$ cat src/rtl/mem_bus_arbiter_if.sv
// Bus bundle between the D-cache, I-cache, memory port and mem_bus_arbiter.
// The arbiter takes the slave side; the cache/memory environment takes master.
interface mem_bus_arbiter_if #(
    parameter int XLEN  = 32,
    parameter int TAG_W = 4
);
    logic [1:0]       dc2arb_command;
    logic [XLEN-1:0]  dc2arb_addr;
    logic [63:0]      dc2arb_data;
    logic [1:0]       ic2arb_command;
    logic [XLEN-1:0]  ic2arb_addr;
    logic [1:0]       arb2mem_command;
    logic [XLEN-1:0]  arb2mem_addr;
    logic [63:0]      arb2mem_data;
    logic [TAG_W-1:0] mem2arb_response;
    logic [63:0]      mem2arb_data;
    logic [TAG_W-1:0] mem2arb_tag;
    logic             arb2dc_accept;
    logic             arb2dc_valid;
    logic [63:0]      arb2dc_data;
    logic             arb2ic_accept;
    logic             arb2ic_valid;
    logic [63:0]      arb2ic_data;

    modport slave (
        input  dc2arb_command, dc2arb_addr, dc2arb_data,
        input  ic2arb_command, ic2arb_addr,
        input  mem2arb_response, mem2arb_data, mem2arb_tag,
        output arb2mem_command, arb2mem_addr, arb2mem_data,
        output arb2dc_accept, arb2dc_valid, arb2dc_data,
        output arb2ic_accept, arb2ic_valid, arb2ic_data
    );

    modport master (
        output dc2arb_command, dc2arb_addr, dc2arb_data,
        output ic2arb_command, ic2arb_addr,
        output mem2arb_response, mem2arb_data, mem2arb_tag,
        input  arb2mem_command, arb2mem_addr, arb2mem_data,
        input  arb2dc_accept, arb2dc_valid, arb2dc_data,
        input  arb2ic_accept, arb2ic_valid, arb2ic_data
    );
endinterface

$ cat src/rtl/mem_bus_arbiter.sv
// Shares the tagged memory port between D-cache and I-cache, tracks tag owners
// and routes load returns. Define ARB_STATS_EN to add grant/stall counters.
module mem_bus_arbiter #(
    parameter int NUM_TAGS     = 16,
    parameter int TAG_W        = 4,
    parameter int STARVE_LIMIT = 8
) (
    input  logic              clk,
    input  logic              rst,
`ifdef ARB_STATS_EN
    output logic [31:0]       stat_dc_grants,
    output logic [31:0]       stat_ic_grants,
    output logic [31:0]       stat_stall_cycles,
`endif
    mem_bus_arbiter_if.slave  bus
);
    localparam logic [1:0]     BUS_NONE = 2'd0;
    localparam logic [1:0]     BUS_LOAD = 2'd1;
    localparam logic [TAG_W:0] LIMIT    = STARVE_LIMIT[TAG_W:0];

    logic [NUM_TAGS-1:0] vld_q, vld_d;
    logic [NUM_TAGS-1:0] own_q, own_d;   // 1 = I-cache owns the tag
    logic [TAG_W:0]      starve_q, starve_d;

    logic dc_req, ic_req, gnt_dc, gnt_ic, resp_ok, alloc, ret_hit;

    assign dc_req  = bus.dc2arb_command != BUS_NONE;
    assign ic_req  = bus.ic2arb_command != BUS_NONE;
    assign resp_ok = bus.mem2arb_response != '0;

    always_comb begin
        gnt_dc               = 1'b0;
        gnt_ic               = 1'b0;
        bus.arb2mem_command  = BUS_NONE;
        bus.arb2mem_addr     = '0;
        bus.arb2mem_data     = '0;
        if (!rst) begin
            if (dc_req && starve_q < LIMIT) begin
                gnt_dc              = 1'b1;
                bus.arb2mem_command = bus.dc2arb_command;
                bus.arb2mem_addr    = bus.dc2arb_addr;
                bus.arb2mem_data    = bus.dc2arb_data;
            end else if (ic_req) begin
                gnt_ic              = 1'b1;
                bus.arb2mem_command = bus.ic2arb_command;
                bus.arb2mem_addr    = bus.ic2arb_addr;
            end
        end
    end

    assign bus.arb2dc_accept = gnt_dc && resp_ok;
    assign bus.arb2ic_accept = gnt_ic && resp_ok;
    assign alloc = (bus.arb2dc_accept || bus.arb2ic_accept) && bus.arb2mem_command == BUS_LOAD;

    assign ret_hit          = !rst && bus.mem2arb_tag != '0 && vld_q[bus.mem2arb_tag];
    assign bus.arb2dc_valid = ret_hit && !own_q[bus.mem2arb_tag];
    assign bus.arb2ic_valid = ret_hit &&  own_q[bus.mem2arb_tag];
    assign bus.arb2dc_data  = bus.arb2dc_valid ? bus.mem2arb_data : '0;
    assign bus.arb2ic_data  = bus.arb2ic_valid ? bus.mem2arb_data : '0;

    // Clear-on-return is applied first so a same-cycle reallocation of the tag wins.
    always_comb begin
        vld_d = vld_q;
        own_d = own_q;
        if (ret_hit) vld_d[bus.mem2arb_tag] = 1'b0;
        if (alloc) begin
            vld_d[bus.mem2arb_response] = 1'b1;
            own_d[bus.mem2arb_response] = gnt_ic;
        end
    end

    always_comb begin
        starve_d = starve_q;
        if (!ic_req || bus.arb2ic_accept) starve_d = '0;
        else if (starve_q < LIMIT)        starve_d = starve_q + 1'b1;
    end

    always_ff @(posedge clk) begin
        if (rst) begin
            vld_q    <= '0;
            own_q    <= '0;
            starve_q <= '0;
        end else begin
            vld_q    <= vld_d;
            own_q    <= own_d;
            starve_q <= starve_d;
        end
    end

`ifdef ARB_STATS_EN
    logic [31:0] dc_grants_q, ic_grants_q, stall_q;

    always_ff @(posedge clk) begin
        if (rst) begin
            dc_grants_q <= '0;
            ic_grants_q <= '0;
            stall_q     <= '0;
        end else begin
            if (bus.arb2dc_accept)         dc_grants_q <= dc_grants_q + 32'd1;
            if (bus.arb2ic_accept)         ic_grants_q <= ic_grants_q + 32'd1;
            if ((dc_req || ic_req) && !resp_ok) stall_q <= stall_q + 32'd1;
        end
    end

    assign stat_dc_grants    = dc_grants_q;
    assign stat_ic_grants    = ic_grants_q;
    assign stat_stall_cycles = stall_q;
`endif
endmodule

$ cat src/flat_wrapper.sv
// flat-port wrapper written by rule: the top's interface ports become plain ports
module mem_bus_arbiter_flat 
#(
    parameter int NUM_TAGS     = 16,
    parameter int TAG_W        = 4,
    parameter int STARVE_LIMIT = 8
)
  (clk, rst, bus_dc2arb_command, bus_dc2arb_addr, bus_dc2arb_data, bus_ic2arb_command, bus_ic2arb_addr, bus_mem2arb_response, bus_mem2arb_data, bus_mem2arb_tag, bus_arb2mem_command, bus_arb2mem_addr, bus_arb2mem_data, bus_arb2dc_accept, bus_arb2dc_valid, bus_arb2dc_data, bus_arb2ic_accept, bus_arb2ic_valid, bus_arb2ic_data);
  mem_bus_arbiter_if #(.XLEN(32), .TAG_W(TAG_W)) bus_i ();
  input  logic clk;
  input  logic rst;
  input wire logic [$bits(bus_i.dc2arb_command)-1:0] bus_dc2arb_command;
  input wire logic [$bits(bus_i.dc2arb_addr)-1:0] bus_dc2arb_addr;
  input wire logic [$bits(bus_i.dc2arb_data)-1:0] bus_dc2arb_data;
  input wire logic [$bits(bus_i.ic2arb_command)-1:0] bus_ic2arb_command;
  input wire logic [$bits(bus_i.ic2arb_addr)-1:0] bus_ic2arb_addr;
  input wire logic [$bits(bus_i.mem2arb_response)-1:0] bus_mem2arb_response;
  input wire logic [$bits(bus_i.mem2arb_data)-1:0] bus_mem2arb_data;
  input wire logic [$bits(bus_i.mem2arb_tag)-1:0] bus_mem2arb_tag;
  output wire logic [$bits(bus_i.arb2mem_command)-1:0] bus_arb2mem_command;
  output wire logic [$bits(bus_i.arb2mem_addr)-1:0] bus_arb2mem_addr;
  output wire logic [$bits(bus_i.arb2mem_data)-1:0] bus_arb2mem_data;
  output wire logic [$bits(bus_i.arb2dc_accept)-1:0] bus_arb2dc_accept;
  output wire logic [$bits(bus_i.arb2dc_valid)-1:0] bus_arb2dc_valid;
  output wire logic [$bits(bus_i.arb2dc_data)-1:0] bus_arb2dc_data;
  output wire logic [$bits(bus_i.arb2ic_accept)-1:0] bus_arb2ic_accept;
  output wire logic [$bits(bus_i.arb2ic_valid)-1:0] bus_arb2ic_valid;
  output wire logic [$bits(bus_i.arb2ic_data)-1:0] bus_arb2ic_data;
  assign bus_i.dc2arb_command = bus_dc2arb_command;
  assign bus_i.dc2arb_addr = bus_dc2arb_addr;
  assign bus_i.dc2arb_data = bus_dc2arb_data;
  assign bus_i.ic2arb_command = bus_ic2arb_command;
  assign bus_i.ic2arb_addr = bus_ic2arb_addr;
  assign bus_i.mem2arb_response = bus_mem2arb_response;
  assign bus_i.mem2arb_data = bus_mem2arb_data;
  assign bus_i.mem2arb_tag = bus_mem2arb_tag;
  assign bus_arb2mem_command = bus_i.arb2mem_command;
  assign bus_arb2mem_addr = bus_i.arb2mem_addr;
  assign bus_arb2mem_data = bus_i.arb2mem_data;
  assign bus_arb2dc_accept = bus_i.arb2dc_accept;
  assign bus_arb2dc_valid = bus_i.arb2dc_valid;
  assign bus_arb2dc_data = bus_i.arb2dc_data;
  assign bus_arb2ic_accept = bus_i.arb2ic_accept;
  assign bus_arb2ic_valid = bus_i.arb2ic_valid;
  assign bus_arb2ic_data = bus_i.arb2ic_data;
  mem_bus_arbiter #(.NUM_TAGS(NUM_TAGS), .TAG_W(TAG_W), .STARVE_LIMIT(STARVE_LIMIT)) u_core (.clk(clk), .rst(rst), .bus(bus_i));
endmodule
$ cat config.mk
export PLATFORM = sky130hd
export DESIGN_NAME = mem_bus_arbiter_flat
export DESIGN_NICKNAME = d
export VERILOG_FILES = /design/src/rtl/mem_bus_arbiter_if.sv /design/src/rtl/mem_bus_arbiter.sv /design/src/flat_wrapper.sv
export SDC_FILE = /design/constraint.sdc
export NUM_CORES = 1
export LEC_CHECK = 0
export ABC_CLOCK_PERIOD_IN_PS = 2300
export BUFFER_PORTS_ARGS = -buffer_cell sky130_fd_sc_hd__buf_4
export CAP_MARGIN = 20
export CORE_AREA = 2 2 171 173
export DETAILED_ROUTE_END_ITERATION = 8
export DIE_AREA = 0 0 173 175
export GPL_ROUTABILITY_DRIVEN = 0
export GPL_TIMING_DRIVEN = 0
export PLACE_DENSITY = 0.43
export SLEW_MARGIN = 10
export SYNTH_ARGS = -nofsm -noshare
export SYNTH_HDL_FRONTEND = slang
export SYNTH_SLANG_ARGS = --single-unit
$ cat constraint.sdc
create_clock -name clk -period 2.3 [get_ports clk]
set_input_delay 0.23 -clock clk [delete_from_list [all_inputs] [get_ports clk]]
set_output_delay 0.23 -clock clk [all_outputs]
set_load 0.005 [all_outputs]
==> results.py, run 1 <==
metrics = {
    "timing": {
        "slew_violations": 0,
        "fin_setup_tns_ps": -4400,
        "setup_viol": 111,
        "clock_skew_ps": 3.57,
        "period_share": 1.03,
        "tightest_slew_ps": 664,
        "finalHoldViolCount": 0,
        "slew_headroom": 0.556,
        "fin_crit_ps": 2370,
        "holdWs_ps": 279,
        "timing.final.ws_setup_ps": -69.4,
        "grt_setup_unrepaired": "yes",
        "clock.fmax_ghz": 0.422,
    },
    "critical_path": {
        "cp.depth": 8,
        "ff2ff_setup_slack_ps": 350,
        "cp_max_fo": 10,
        "required_ps": 2070,
        "critPathKind": "register to primary output",
        "r2r_start": "u_core.starve_q[3]",
        "critPathArrivalTime_ps": 2140,
        "cpMostUsedCell": "buf_12",
        "cp.buffers_inverters": 4,
        "worstSetupStartpoint": "u_core.vld_q[7]",
        "crit_end": "bus_arb2dc_data[18]",
        "crit_family": "buffers and inverters",
        "r2r-end": "u_core.own_q[8]",
        "critPathMaxStageDelay_ps": 470,
        "crit_slowest_cell": "mux4_2",
        "worst-r2r-cell-count": 5,
        "start_kind": "register",
        "crit_chain": "mux4_2 -> a22o_1 -> a31oi_4 -> buf_12 -> clkbuf_16 -> buf_12 -> nor3b_2 -> buf_4",
        "endpoint_kind": "primary output",
    },
    "cells_and_area": {
        "drive_gt1_frac": 0.625,
        "nets": 1135,
        "final_area_um2": 8520,
        "areaGrowthSynthToFinish_pct": 106,
        "nFillCells": 3108,
    },
    "floorplanning": {
        "fp.dieW_um": 173,
        "rows": 62,
        "die_h_um": 175,
        "initial_core_util": 0.146,
        "fp.coreArea_um2": 28400,
        "io_pins": 436,
        "die-area_um2": 30300,
    },
    "grt": {
        "grt.total_usage": 0.154,
        "grt_use_met2": 0.305,
        "busiest_layer": "met2",
        "antenna_found_initial": 5,
        "grt_pass1_vias": 5530,
        "grt_pass1_wl_mm": 35.7,
        "grt_max_degree": 12,
        "use_met3": 0.0368,
        "overflow": 0,
        "use_met1": 0.158,
    },
    "clock_tree": {
        "htree_num_levels": 2,
        "path_clk_slew_ps": 60,
        "cts_buffer_depth": 2,
        "cts_buffers": 5,
        "clock_sinks": 37,
        "clk_latency_ps": 270,
        "cts_tree": "done",
        "cts-root-buf": "clkbuf_16",
    },
    "synthesis": {
        "ys_warn_count": 0,
        "synth_cell_type_count": 41,
        "postSynthCellCount": 483,
        "synth_seq_cells": 37,
        "syn_area_um2": 4140,
        "syn_nets": 690,
        "synth_top_area_cell": "dfxtp_1",
        "yosysSeqAreaShare": 0.179,
        "synth_edf_count": 0,
        "synth_top_area_share": 0.179,
        "yosys-top-cells-area": "dfxtp_1 18%, nor3b_2 15%, nor3b_1 15%",
        "synth_ff_type": "dfxtp_1",
        "avgSynthCellArea_um2": 8.57,
        "async_flop_share": 0,
    },
    "detailed_routing": {
        "wirelength_mm": 25.6,
        "drtIter0Drc": 139,
        "via_per_inst": 4.14,
        "drc": 0,
        "wl_per_cell_um": 19.5,
        "vias": 5439,
        "ant_nets": 0,
        "firstDrtPassIters": 6,
    },
    "power": {
        "p_sw_frac": 0.270,
        "internal-power_mw": 1.73,
        "p_per_area_nw_per_um2": 278,
        "vdd_drop_max_mv": 0.292,
        "p_clk_frac": 0.323,
        "p_comb_frac": 0.402,
        "power.net_switching_uw": 638,
        "p_seq_frac": 0.275,
        "leakagePower_nw": 3.85,
    },
    "flow_run": {
        "maxCapViolCount": 0,
    },
    "outcome": {
        "status": "finished with violations",
        "violations": "negative setup slack",
    },
    "placement": {
        "place_hpwl_mm": 21.9,
        "placed_area_um2": 7860,
        "io_buffer_count": 431,
    },
    "worst_hold_path": {
        "min_from": "bus_mem2arb_response[2]",
        "worst_hold_path_type": "input port to register",
    },
}
-- synthesized netlist by cell type (2+ instances only) --
| library cell | n |
|---|---|
| o2111ai_1 | 4 |
| and2_1 | 65 |
| nand2_1 | 10 |
| buf_6 | 9 |
| a21oi_1 | 18 |
| and3b_1 | 2 |
| a2111oi_2 | 2 |
| dfxtp_1 | 37 |
| buf_4 | 10 |
| nand4_1 | 6 |
| or3b_2 | 2 |
| mux4_2 | 6 |
| nor3_1 | 3 |
| o21ai_0 | 18 |
| nor2b_1 | 7 |
| a2111oi_0 | 3 |
| a22o_1 | 33 |
| buf_2 | 14 |
| nor3b_2 | 50 |
| clkbuf_1 | 23 |
| nor2_1 | 25 |
| nor3b_1 | 82 |
| mux2i_1 | 21 |
| nand3b_1 | 3 |
| nand2b_1 | 13 |
| or2_2 | 2 |
-- per-layer routing --
layer,routed length [µm],share of wire,vias up
met5,0,0,-
met1,8850,0.35,2484
met3,1910,0.075,22
met2,14200,0.56,298
met4,583,0.023,0
li1,-,-,2635
-- what timing repair did --
item,4_1_cts,5_1_grt
gates resized for setup,37,62
setup endpoints to repair,228,195
pin swaps,3,3
cloned,0,4
buffers inserted,4,2
hold buffers,0,0
-- flip-flops by register name, indices dropped and copies added (netlist names) --
| name | flops |
|---|---|
| u_core.own_q | 16 |
| u_core.vld_q | 16 |
| u_core.starve_q | 5 |
-- power groups by stage --
stage	clock network (mW)	registers [mW]	logic, mW
floorplan	0	0.663	0.320
global placement	0	0.664	0.898
detailed placement	0	0.664	0.893
CTS	0.775	0.650	0.919
global route	0.806	0.650	1.02
finish	0.764	0.650	0.951
-- stage by stage --
step                power (mW)  instances  utilization  setup slack [ps]
global placement          1.56       1298        0.277              -377
detailed placement        1.56       1298        0.277              -379
floorplan                0.983        483            -               336
finish                    2.37       1315        0.300             -69.4
global route              2.47       1315        0.300              -130
CTS                       2.34       1306        0.287              -113
-- layout make-up --
class                      count  area, µm²  share of cell area
clock buffer                   5        125              0.0147
multi-input combinational    388       3220               0.378
antenna                        3       7.51            0.000881
tap                          384        480              0.0564
buffer                        54        515              0.0605
sequential                    37        743              0.0873
inverter                       1       3.75            0.000441
timing repair buffer         441       3390               0.398
clock inverter                 2       35.0             0.00411
-- logic make-up after synthesis --
logic type      synth area share
mux                       0.0861
buf+inv                   0.0822
compound gates             0.154
xor+xnor                 0.00423
simple gates               0.492
flops                      0.179
fa+ha+maj                0.00302
-- worst min-delay path, stage by stage --
cell and delay [ps]:
buf_4 140, nand4_1 80, a21oi_1 60
-- layout by cell type (no fill, tap or decap), types with 2 or more instances in the layout --
master / n
nor3_1: 3
dfxtp_2: 2
a2111oi_0: 3
nand3b_1: 3
diode_2: 3
o21ai_0: 18
or3b_2: 2
nor3b_2: 57
buf_4: 437
buf_8: 5
nor3b_4: 5
buf_2: 6
a2111oi_2: 2
and2_1: 65
nand4_1: 6
o2111ai_1: 4
nor3b_1: 70
nor2b_1: 7
or2_2: 2
dfxtp_1: 35
clkbuf_16: 8
clkbuf_1: 8
mux4_2: 6
nor2_1: 23
mux2i_4: 3
a21oi_1: 18
clkbuf_4: 4
mux2i_1: 18
nand2b_1: 13
nand2_1: 10
a22o_1: 33
buf_6: 12
and3b_1: 2
nor2_2: 2
clkbuf_2: 9
buf_12: 10
-- worst min-delay path by stage --
stage	endpoint	depth (start not counted)	slack, ps
floorplan	u_core.vld_q[13]	2	400
CTS	u_core.vld_q[15]	3	280
finish	u_core.vld_q[15]	3	280
global route	u_core.vld_q[14]	3	290
detailed placement	u_core.own_q[0]	1	460
global placement	u_core.vld_q[0]	1	450
Power figures use the tool's default switching activity.
==> inputs of run 2 (changes only) <==
Settings changed: ABC_AREA from default to 1, BUFFER_PORTS_ARGS -buffer_cell sky130_fd_sc_hd__buf_4 to -buffer_cell sky130_fd_sc_hd__buf_2, CORE_AREA 2 2 171 173 to 2 2 168 170, DIE_AREA 0 0 173 175 to 0 0 170 172.
==> results.py, run 2 <==
metrics = {
    "power": {
        "p_per_area_nw_per_um2": 305,
        "p_clk_frac": 0.354,
        "power.net_switching_uw": 646,
        "p_comb_frac": 0.328,
        "p_seq_frac": 0.318,
        "finalPower_mw": 2.05,
        "vdd_drop_max_mv": 0.304,
        "p_sw_frac": 0.315,
        "leakagePower_nw": 4.48,
        "internal-power_mw": 1.41,
    },
    "timing": {
        "fin_setup_tns_ps": 0,
        "setup_viol": 0,
        "finalHoldViolCount": 0,
        "timing.final.ws_setup_ps": 129,
        "slew_violations": 0,
        "slew_headroom": 0.545,
        "period_share": 0.944,
        "fin_crit_ps": 2170,
        "tightest_slew_ps": 682,
        "clock.fmax_ghz": 0.461,
        "grt_setup_unrepaired": "no",
        "clock_skew_ps": 2.54,
    },
    "detailed_routing": {
        "ant_nets": 0,
        "wl_met3_mm": 1.67,
        "wl_met1_mm": 8.87,
        "wl_per_cell_um": 14.9,
        "firstDrtPassIters": 5,
        "drc": 0,
        "top_layer": "met4",
        "drtIter0Drc": 301,
        "wirelength_mm": 22.8,
        "dr_wl_met2_mm": 11.8,
        "vias": 6017,
        "via_per_inst": 3.93,
    },
    "critical_path": {
        "cp_max_fo": 10,
        "critPathArrivalTime_ps": 1940,
        "crit_slowest_cell": "dfxtp_1",
        "required_ps": 2070,
        "start_kind": "register",
        "crit_chain": "nor2_4 -> o21ai_2 -> nor2_4 -> inv_1 -> clkbuf_2 -> clkbuf_4 -> nor2_1 -> buf_2",
        "cpMostUsedCell": "nor2_4",
        "cp.depth": 8,
        "critPathKind": "register to primary output",
        "crit_family": "buffers and inverters",
        "endpoint_kind": "primary output",
        "cp.buffers_inverters": 4,
        "worst-r2r-cell-count": 6,
        "critPathMaxStageDelay_ps": 330,
    },
    "synthesis": {
        "synth_top_area_share": 0.223,
        "postSynthCellCount": 738,
        "synth_ff_type": "dfxtp_1",
        "synth_seq_cells": 37,
        "synth_cell_type_count": 28,
        "avgSynthCellArea_um2": 5.28,
        "synth_edf_count": 0,
        "ys_warn_count": 0,
        "syn_nets": 945,
        "yosys-top-cells-area": "nor2_1 22%, dfxtp_1 19%, inv_1 16%",
        "yosysSeqAreaShare": 0.190,
        "synth_most_common_cell": "nor2_1",
        "ys_top_cells_by_count": "231 x nor2_1, 164 x inv_1, 109 x nand2_1",
        "synth_top_area_cell": "nor2_1",
        "syn_area_um2": 3900,
        "async_flop_share": 0,
    },
    "cells_and_area": {
        "final_util": 0.245,
        "nets": 1386,
        "mostFrequentLayoutCells": "441 x buf_2, 224 x nor2_1, 164 x inv_1, 108 x nand2_1, 38 x nor2_2",
        "drive_gt1_frac": 0.449,
        "fin_cells": 1530,
        "reg_top3": "u_core.own_q x16, u_core.vld_q x16, u_core.starve_q x5",
        "layout_commonest_cell": "buf_2",
        "areaGrowthSynthToFinish_pct": 72.7,
    },
    "grt": {
        "grt_pass1_wl_mm": 31.3,
        "grt.total_usage": 0.141,
        "grt_max_degree": 12,
        "antenna_found_initial": 5,
        "overflow": 0,
        "grt_pass1_vias": 5511,
    },
    "floorplanning": {
        "die-area_um2": 29200,
        "fp.coreArea_um2": 27500,
        "rows": 61,
        "initial_core_util": 0.142,
        "io_pins": 436,
        "die_h_um": 172,
        "fp.dieW_um": 170,
    },
    "worst_hold_path": {
        "worst_hold_path_type": "input port to register",
        "whs_path_depth": 4,
    },
    "clock_tree": {
        "htree_num_levels": 2,
        "cts_tree": "done",
        "cts-root-buf": "clkbuf_16",
        "path_clk_slew_ps": 60,
        "clk_latency_ps": 280,
        "cts_buffer_depth": 2,
        "cts_hold_buffers": 0,
        "clock_sinks": 37,
        "cts_buffers": 5,
    },
    "placement": {
        "place_hpwl_mm": 20.3,
        "numPlacedInstances": 1517,
        "io_buffer_count": 433,
        "dp_slack_ps": -232,
    },
    "outcome": {
        "status": "completed",
    },
    "flow_run": {
        "maxCapViolCount": 0,
    },
}
==> run 2: cell types whose count changed in the layout (fill, tap and decap cells not counted), sizes merged, moves of 6 or more <==
cell | previous run | this run
nor2 | 25 | 265
inv | 1 | 174
mux4 | 6 | 0
nor2b | 7 | 0
mux2i | 21 | 0
and2 | 65 | 0
nand2 | 10 | 110
o21ai | 18 | 10
nor3b | 132 | 0
clkbuf | 29 | 21
buf | 471 | 461
nand3 | 0 | 30
nand2b | 13 | 0
==> run 2: logic make-up (layout without fill, tap and decap cells) <==
kind of cell    count (synthesis)  count (layout)  synth area share
other cells                     0               4                 0
buf+inv                       215             657             0.236
xor+xnor                        2               2           0.00450
flops                          37              37             0.190
mux                             1               1           0.00289
simple gates                  413             413             0.439
fa+ha+maj                       1               1           0.00321
compound gates                 69              69             0.125
==> run 2: timing repair <==
item | 4_1_cts | 5_1_grt
endpoints found under the hold margin | 0 | 0
endpoints found under the setup margin | 50 | 112
setup buffers | 0 | 1
gates resized for setup | 8 | 19
cloned | 0 | 0
pin swaps | 0 | 1
==> run 2: worst register-to-register path: stages (launching register included) <==
cell	delay (ps)
dfxtp_1	330
nor2_4	190
nand2_1	90
a22oi_1	320
clkbuf_1	390
nand4_1	220
a21oi_1	180
==> run 2: metal layers <==
layer | vias to the layer above | track usage
met5 | - | 0
met4 | 0 | 0.0494
met3 | 16 | 0.0231
met2 | 306 | 0.271
met1 | 2653 | 0.157
li1 | 3042 | -
==> run 2: final timing paths <==
check                          startpoint                   end  slack [ps]
hold reg to reg           u_core.vld_q[0]       u_core.vld_q[0]         420
setup / recovery       u_core.starve_q[3]  bus_arb2mem_data[55]         130
setup reg to reg       u_core.starve_q[3]       u_core.vld_q[9]         500
hold / removal    bus_mem2arb_response[0]      u_core.vld_q[10]         360
==> run 2: power by group through the flow <==
stage	clock network (mW)	registers, mW	logic [mW]
after global routing	0.771	0.653	0.746
final	0.726	0.653	0.673
after detailed placement	0	0.667	0.665
after CTS	0.742	0.653	0.672
after floorplan	0	0.666	0.282
after global placement	0	0.667	0.665
==> run 2: layout make-up <==
type                       count  area, µm²
timing repair buffer         434       2190
buffer                        41        285
fill                        3212      20700
sequential                    37        741
multi-input combinational    486       2260
clock inverter                 1       5.00
clock buffer                   7        153
antenna                        4       10.0
inverter                     174        656
tap                          346        433
==> run 2: through the flow <==
step / hold WS, ps / cell area, µm²
global route: 402 / 6730
global placement: 415 / 6500
detailed placement: 417 / 6500
finish: 356 / 6730
CTS: 345 / 6670
floorplan: 403 / 3900
==> inputs of run 3 (changes only) <==
Settings changed: CORE_AREA 2 2 168 170 to 2 2 171 173, DIE_AREA 0 0 170 172 to 0 0 173 175, PLACE_DENSITY 0.43 to default, PLACE_DENSITY_LB_ADDON from default to 0.3, TNS_END_PERCENT from default to 5.
==> results.py, run 3 (same netlist as run 2, synthesis figures left out) <==
metrics = {
    "floorplanning": {
        "fp.coreArea_um2": 28400,
        "die_h_um": 175,
        "rows": 62,
        "die-area_um2": 30300,
        "initial_core_util": 0.137,
        "io_pins": 436,
        "fp.dieW_um": 173,
    },
    "critical_path": {
        "required_ps": 2070,
        "ff2ff_setup_slack_ps": 490,
        "critPathArrivalTime_ps": 2000,
        "start_kind": "register",
        "critPathKind": "register to primary output",
        "endpoint_kind": "primary output",
        "cp_max_fo": 10,
    },
    "cells_and_area": {
        "drive_gt1_frac": 0.461,
        "areaGrowthSynthToFinish_pct": 74.4,
        "reg_top3": "u_core.own_q x16, u_core.vld_q x16, u_core.starve_q x5",
        "layout_commonest_cell": "buf_2",
        "mostFrequentLayoutCells": "441 x buf_2, 217 x nor2_1, 164 x inv_1, 106 x nand2_1, 46 x nor2_2",
        "fin_cells": 1570,
        "nets": 1388,
    },
    "power": {
        "p_seq_frac": 0.327,
        "p_per_area_nw_per_um2": 294,
        "leakagePower_nw": 4.47,
        "p_comb_frac": 0.330,
        "p_sw_frac": 0.315,
        "internal-power_mw": 1.37,
        "power.net_switching_uw": 628,
        "vdd_drop_max_mv": 0.237,
        "p_clk_frac": 0.343,
        "finalPower_mw": 2.00,
    },
    "timing": {
        "clock_skew_ps": 4.12,
        "finalHoldViolCount": 0,
        "grt_setup_unrepaired": "yes",
        "setup_viol": 0,
        "timing.final.ws_setup_ps": 74.2,
        "slew_headroom": 0.498,
        "fin_crit_ps": 2230,
        "clock.fmax_ghz": 0.449,
        "slew_violations": 0,
        "tightest_slew_ps": 752,
        "period_share": 0.968,
    },
    "clock_tree": {
        "path_clk_slew_ps": 60,
        "cts_hold_buffers": 0,
        "cts_buffer_depth": 2,
        "htree_num_levels": 2,
        "clock_sinks": 37,
        "clk_latency_ps": 280,
        "cts_tree": "done",
        "cts_buffers": 5,
        "cts-root-buf": "clkbuf_16",
    },
    "grt": {
        "grt_pass1_wl_mm": 32.0,
        "overflow": 0,
        "grt.total_usage": 0.133,
        "antenna_found_initial": 6,
        "grt_pass1_vias": 5747,
        "grt_max_degree": 12,
    },
    "detailed_routing": {
        "drtIter0Drc": 206,
        "wl_per_cell_um": 13.6,
        "vias": 5978,
        "wirelength_mm": 21.4,
        "ant_nets": 0,
        "firstDrtPassIters": 4,
        "drc": 0,
        "via_per_inst": 3.81,
    },
    "placement": {
        "io_buffer_count": 433,
        "place_hpwl_mm": 18.7,
        "dp_slack_ps": -157,
        "numPlacedInstances": 1555,
    },
    "flow_run": {
        "maxCapViolCount": 0,
    },
    "worst_hold_path": {
        "worst_hold_path_type": "input port to register",
    },
    "outcome": {
        "status": "completed",
    },
}
[run 3: cell types whose count changed in the layout (fill, tap and decap cells not counted), moves of 2 or more]
cell      previous run  this run
nand2_1            108       106
clkbuf_2             4         8
nor2_1             224       217
dfxtp_2              0         2
nor2_2              38        46
dfxtp_1             37        35
buf_1                4         2
[run 3: per-layer routing]
metal | vias up | track usage | wire length (µm)
li1 | 3048 | - | -
met1 | 2587 | 0.144 | 8050
met2 | 319 | 0.254 | 11200
met3 | 22 | 0.0318 | 1660
met4 | 2 | 0.0388 | 467
met5 | - | 0 | 13
[run 3: area by class of cell]
cell class,instances,area [µm²]
antenna,5,12.5
buffer,41,285
clock buffer,6,139
clock inverter,1,7.51
fill,3300,21600
inverter,174,653
multi-input combinational,486,2290
sequential,37,743
tap,384,480
timing repair buffer,436,2190
[run 3: metrics by stage]
stage	TNS (ps)	utilization	cell area (µm²)	hold slack, ps
after floorplan	0	-	3900	403
after global placement	-2330	0.230	6540	417
after detailed placement	-1470	0.230	6540	418
after CTS	0	0.236	6710	358
after global routing	-217	0.239	6790	413
final	0	0.239	6800	379
[run 3: timing repair]
item	CTS	global route
setup endpoints to repair	49	182
resized for setup	6	29
cloned	0	1
buffers inserted	1	1
pin swaps	1	1
[run 3: critical path, cell delays in order, from the launching register on]
cell and delay, ps:
dfxtp_1 340, nor2_4 170, o21ai_2 120, nor2_4 120, buf_4 180, buf_1 360, a22o_1 270, buf_2 140
[run 3: power by group through the flow]
stage	combinational [mW]	clock [mW]	sequential [mW]
6_report	0.658	0.686	0.653
3_5_place_dp	0.651	0	0.667
2_1_floorplan	0.282	0	0.666
4_1_cts	0.659	0.708	0.653
3_3_place_gp	0.649	0	0.667
5_1_grt	0.733	0.732	0.654
[run 3: worst paths after layout]
check        cells past startpoint                    start              endpoint
max reg2reg                      6       u_core.starve_q[4]      u_core.vld_q[10]
min                              4  bus_mem2arb_response[3]       u_core.vld_q[1]
max                              7       u_core.starve_q[4]  bus_arb2mem_addr[30]
min reg2reg                      2          u_core.vld_q[0]       u_core.vld_q[0]
